File: src/rtl/bcd_pkg.sv
// Shared definitions for the sequential BCD-to-binary converter.
// Holds the controller state type, the BCD digit type, digit constants
// and the helper that sizes the shift counter.
package bcd_pkg;

  typedef enum logic [1:0] {
    IDLE,
    SHIFT,
    DONE
  } state_t;

  typedef logic [3:0] digit_t;

  localparam digit_t BCD_MAX_DIGIT = 4'd9;
  localparam digit_t BCD_CORR      = 4'd3;

  // Counter width that can hold 0 .. bin_w-1 (at least one bit).
  function automatic int cnt_width(input int bin_w);
    return (bin_w > 2) ? $clog2(bin_w) : 1;
  endfunction

endpackage

File: src/rtl/bcd_digit_corr.sv
// Single-digit corrector for reverse double dabble.
// Ports:
//   d       in   4  BCD digit
//   q       out  4  d-3 when d>=8, otherwise d (no borrow to neighbours)
//   invalid out  1  d is not a decimal digit (d>9)
module bcd_digit_corr
  import bcd_pkg::*;
(
  input  digit_t d,
  output digit_t q,
  output logic   invalid
);

  assign q       = (d >= 4'd8) ? d - BCD_CORR : d;
  assign invalid = (d > BCD_MAX_DIGIT);

endmodule

File: src/rtl/bcd_binary_seq.sv
// Sequential 8421-BCD to binary converter (reverse double dabble).
// One conversion in flight; valid/ready handshakes on both sides.
// Ports:
//   clk       in   1          system clock, rising edge
//   rst_n     in   1          asynchronous active-low reset
//   in_valid  in   1          bcd_in valid
//   in_ready  out  1          converter idle, can accept bcd_in
//   bcd_in    in   4*DIGITS   BCD digits, most significant in top nibble
//   out_valid out  1          result valid, held until out_ready
//   out_ready in   1          consumer accepts result
//   bin_out   out  BIN_W      binary result
//   err_out   out  1          a digit was >9 (qualified by out_valid)
module bcd_binary_seq
  import bcd_pkg::*;
#(
  parameter int DIGITS = 4,
  parameter int BIN_W  = 14
) (
  input  logic                  clk,
  input  logic                  rst_n,
  input  logic                  in_valid,
  output logic                  in_ready,
  input  logic [4*DIGITS-1:0]   bcd_in,
  output logic                  out_valid,
  input  logic                  out_ready,
  output logic [BIN_W-1:0]      bin_out,
  output logic                  err_out
);

  localparam int BCD_W = 4 * DIGITS;
  localparam int CNT_W = cnt_width(BIN_W);
  localparam logic [CNT_W-1:0] LAST_CNT = CNT_W'(BIN_W - 1);

  state_t             state, state_next;
  logic [BCD_W-1:0]   bcd_reg;
  logic [BIN_W-1:0]   bin_reg;
  logic [CNT_W-1:0]   count;
  logic               err_reg;

  logic [BCD_W-1:0]   bcd_sh;
  logic [BIN_W-1:0]   bin_sh;
  logic [BCD_W-1:0]   corr_in;
  logic [BCD_W-1:0]   corr_out;
  logic [DIGITS-1:0]  digit_bad;
  logic               any_bad;

  // One right shift of the {bcd, bin} pair; the BCD LSB falls into the
  // binary MSB.
  assign bcd_sh = bcd_reg >> 1;
  assign bin_sh = {bcd_reg[0], bin_reg[BIN_W-1:1]};

  // The digit correctors are shared: in IDLE they screen the incoming
  // word for non-decimal digits, in SHIFT they correct the shifted field.
  assign corr_in = (state == IDLE) ? bcd_in : bcd_sh;
  assign any_bad = |digit_bad;

  for (genvar i = 0; i < DIGITS; i++) begin : g_digit
    bcd_digit_corr u_corr (
      .d       (corr_in[4*i +: 4]),
      .q       (corr_out[4*i +: 4]),
      .invalid (digit_bad[i])
    );
  end

  // State register.
  always_ff @(posedge clk or negedge rst_n) begin
    if (!rst_n) state <= IDLE;
    else        state <= state_next;
  end

  // Next-state and handshake outputs.
  always_comb begin
    state_next = state;
    in_ready   = 1'b0;
    out_valid  = 1'b0;
    case (state)
      IDLE: begin
        in_ready = 1'b1;
        if (in_valid) state_next = any_bad ? DONE : SHIFT;
      end
      SHIFT: begin
        if (count == LAST_CNT) state_next = DONE;
      end
      DONE: begin
        out_valid = 1'b1;
        if (out_ready) state_next = IDLE;
      end
      default: state_next = IDLE;
    endcase
  end

  // Working registers. An invalid word leaves bin_reg cleared, so the
  // flagged result reads as zero.
  always_ff @(posedge clk or negedge rst_n) begin
    if (!rst_n) begin
      bcd_reg <= '0;
      bin_reg <= '0;
      count   <= '0;
      err_reg <= 1'b0;
    end else begin
      case (state)
        IDLE: begin
          if (in_valid) begin
            bcd_reg <= bcd_in;
            bin_reg <= '0;
            count   <= '0;
            err_reg <= any_bad;
          end
        end
        SHIFT: begin
          bcd_reg <= corr_out;
          bin_reg <= bin_sh;
          count   <= count + 1'b1;
        end
        default: ;
      endcase
    end
  end

  assign bin_out = bin_reg;
  assign err_out = err_reg;

endmodule
File: config.mk
export PLATFORM = sky130hd
export DESIGN_NAME = bcd_binary_seq
export DESIGN_NICKNAME = d
export VERILOG_FILES = /design/src/rtl/bcd_pkg.sv /design/src/rtl/bcd_digit_corr.sv /design/src/rtl/bcd_binary_seq.sv
export SDC_FILE = /design/constraint.sdc
export NUM_CORES = 1
export LEC_CHECK = 0
export BUFFER_PORTS_ARGS = -buffer_cell sky130_fd_sc_hd__buf_2
export CAP_MARGIN = 5
export CORE_MARGIN = 2
export CORE_UTILIZATION = 54
export CTS_CLUSTER_DIAMETER = 80
export DETAILED_ROUTE_END_ITERATION = 7
export HOLD_SLACK_MARGIN = 0.12
export PLACE_DENSITY = 0.79
export SLEW_MARGIN = 0
export SYNTH_ARGS = -nofsm -noshare
export SYNTH_HDL_FRONTEND = slang
export SYNTH_SLANG_ARGS = --single-unit
File: constraint.sdc
create_clock -name clk -period 2 [get_ports clk]
set_input_delay 0 -clock clk [delete_from_list [all_inputs] [get_ports clk]]
set_output_delay 0 -clock clk [all_outputs]
set_load 0.005 [all_outputs]
==> results.sh <==
export IMPL_ir_drop_uv=613
export IMPL_avgSynthCellArea_um2=10.5
export IMPL_synth_flop_cell="dfrtp_1"
export IMPL_synth_distinct_cells=34
export IMPL_ant_nets=0
export IMPL_synth_most_common_cell="dfrtp_1"
export IMPL_grt_antenna_before_repair=0
export IMPL_via_count=1638
export IMPL_fin_crit_sh_pct=84.9
export IMPL_numCtsBuffers=5
export IMPL_die_w_um=62.4
export IMPL_outcome="complete, no violations"
export IMPL_core_area_mm2=0.00331
export IMPL_setup_violations=0
export IMPL_synth_commonest_cells="dfrtp_1 (37), o22ai_1 (16), nand2_1 (15)"
export IMPL_routed_wl_mm=4.30
export IMPL_reg2reg_slack_ps=300
export IMPL_maxCapViolations=0
export IMPL_cts_buffer_depth=2
export IMPL_drv_slew=0
export IMPL_drive_gt1_share_pct=22.8
export IMPL_cts_htree_levels=2
export IMPL_cts_tree="built"
export IMPL_finalNetCount=255
export IMPL_ys_seq_elements=37
export IMPL_r2r_cells=5
export IMPL_wl_per_cell_um=15.5
export IMPL_die_h_um=62.4
export IMPL_hold_ws_ps=264
export IMPL_crit_type="flop to flop"
export IMPL_synth_edf_count=0
export IMPL_p_leak_nw=1.08
export IMPL_critical_path_slowest_cell="dfrtp_1"
export IMPL_cts_clk_slew_worst_paths_ps=110
export IMPL_grt_setup_unrepaired="false"
export IMPL_drtIter0Drc=82
export IMPL_netlist_area_mm2=0.00184
export IMPL_largest_reg_flops=16
export IMPL_endpoint_kind="flop"
export IMPL_reg2reg_from="state[0]$_DFFE_PN0P_"
export IMPL_gr_total_overflow=0
export IMPL_ys_top_cells_by_area="dfrtp_1 (50%), a22o_1 (6.7%), o22ai_1 (5.4%), a21oi_1 (3.8%), o21ai_0 (3.3%)"
export IMPL_skew_ps=6.69
export IMPL_synth_area_leader_cell="dfrtp_1"
export IMPL_cp_max_fo=14
export IMPL_grt_max_degree=38
export IMPL_fin_area_mm2=0.00230
export IMPL_worst_pin_slew_ps=795
export IMPL_start_util_pct=55.7
export IMPL_fin_tns_setup_ps=0
export IMPL_root_buffer="clkbuf_4"
export IMPL_port_buffers=36
export IMPL_fin_crit_ps=1700
export IMPL_max_stage_delay_ps=550
export IMPL_synth_top_area_share_pct=50.2
export IMPL_grt_usage_pct=23.4
export IMPL_synthArstFlopShare_pct=100
export IMPL_postPlaceCellArea_mm2=0.00206
export IMPL_drc=0
export IMPL_required_ps=2230
export IMPL_drtPass1Iterations=4
export IMPL_powerDensity_mw_per_mm2=1180
export IMPL_ios=37
export IMPL_antennaDiodeCount=0
export IMPL_hp_class="input port to asynchronous set/reset pin"
export IMPL_reg2reg_to="bcd_reg[7]$_DFFE_PN0P_"
export IMPL_syn2layout_area_growth_pct=25.1
export IMPL_yosysWarnings=0
export IMPL_clk_latency_ps=350
export IMPL_die_area_mm2=0.00390
export IMPL_cp_start_kind="flop"
export IMPL_arrival_ps=1930
export IMPL_synthCells=176
export IMPL_hold_viol=0
export IMPL_path_cells="nor2_4, mux2_2, ha_1, o22ai_1, a21oi_1"
export IMPL_viasPerCell=5.89
export IMPL_relSlewSlack_pct=47.0
export IMPL_total_power_mw=2.72
export IMPL_fmax_mhz=589
export IMPL_rows=21
export IMPL_synth_fp_nets=200
export IMPL_yosysSeqAreaShare_pct=50.2
export IMPL_dp_hpwl_mm=2.91
export IMPL_gp_congestion=0.852
export IMPL_grt_pass1_vias=1572
export IMPL_cts_sinks=37
export IMPL_grt_pass1_wl_mm=7.16
==> worst max-delay path, delay by kind of cell, from the launching register on <==
| family | cells | cell delay, ps |
|---|---|---|
| mux | 1 | 370 |
| flops | 1 | 550 |
| compound gates | 2 | 170 |
| simple gates | 1 | 300 |
| fa+ha+maj | 1 | 200 |
==> power breakdown <==
group / switching [mW] / total [mW] / leakage [nW] / internal (mW)
registers: 0.287 / 1.25 / 0.472 / 0.960
logic: 0.553 / 1.10 / 0.579 / 0.545
clock network: 0.244 / 0.378 / 0.0320 / 0.134
==> stage by stage <==
stage / cells / setup WS (ps) / util, %
2_1_floorplan: 176 / 493 / -
3_3_place_gp: 251 / 406 / 62.3
3_5_place_dp: 251 / 329 / 62.3
4_1_cts: 278 / 320 / 69.6
5_1_grt: 278 / 185 / 69.6
6_report: 278 / 302 / 69.6
==> cell type report <==
cell class                      instances  area [um^2]
Fill cell                             272         1010
Timing Repair Buffer                   58          405
Clock inverter                          2         10.0
Multi-Input combinational cell        124          846
Inverter                                5         18.8
Sequential cell                        37          926
Tap cell                               46         57.6
Clock buffer                            6         41.3
==> cell families after synthesis <==
logic type / share of synthesized area (%)
and+or+nand+nor: 8.28
buffers and inverters: 3.87
muxes: 4.55
adders and majority gates: 2.72
xor gates and xnor gates: 4.28
AOI/OAI and AO/OA: 26.1
DFF: 50.2
==> how the worst max path moves through the flow <==
stage	start	to
floorplan	state[1]$_DFFE_PN0P_	bcd_reg[7]$_DFFE_PN0P_
global placement	state[0]$_DFFE_PN0P_	bcd_reg[7]$_DFFE_PN0P_
detailed placement	state[0]$_DFFE_PN0P_	bcd_reg[7]$_DFFE_PN0P_
CTS	state[0]$_DFFE_PN0P_	bcd_reg[7]$_DFFE_PN0P_
global route	state[0]$_DFFE_PN0P_	bcd_reg[7]$_DFFE_PN0P_
finish	state[0]$_DFFE_PN0P_	bcd_reg[7]$_DFFE_PN0P_
==> per-layer routing <==
layer | vias up | part of all wire [%] | track usage [%] | wire (um)
met5 | - | 0 | 0 | 0
met4 | 0 | 1.3 | 8.33 | 58
met3 | 6 | 6.9 | 5.77 | 295
met2 | 70 | 51 | 40.3 | 2200
met1 | 809 | 41 | 28.6 | 1750
li1 | 753 | - | - | -
==> what timing repair did <==
item                      4_1_cts  5_1_grt
gates resized for setup         0        0
hold buffers                   19        0
hold endpoints to repair       55        0
setup buffers                   0        0
==> cells in the final DEF, fill, tap and decap left out, types with 2 or more instances in the layout <==
cell type | Yosys | layout
a211oi_1 | 2 | 2
dfrtp_1 | 37 | 37
nand2b_1 | 3 | 3
clkinv_2 | 0 | 2
dlygate4sd3_1 | 0 | 19
o22ai_1 | 16 | 16
a21oi_1 | 14 | 14
o21ai_0 | 12 | 12
mux2i_1 | 5 | 5
clkbuf_4 | 0 | 5
a21boi_0 | 3 | 3
buf_2 | 6 | 36
xnor2_1 | 3 | 3
mux2_2 | 3 | 3
inv_1 | 4 | 4
nor2_1 | 5 | 5
a22o_1 | 14 | 14
buf_4 | 2 | 2
ha_1 | 4 | 4
nand2_1 | 15 | 15
xor2_1 | 6 | 6
nor2b_1 | 3 | 3
nand3_1 | 2 | 2
a22oi_1 | 3 | 3
No activity file was read; power rests on OpenSTA's default activity.
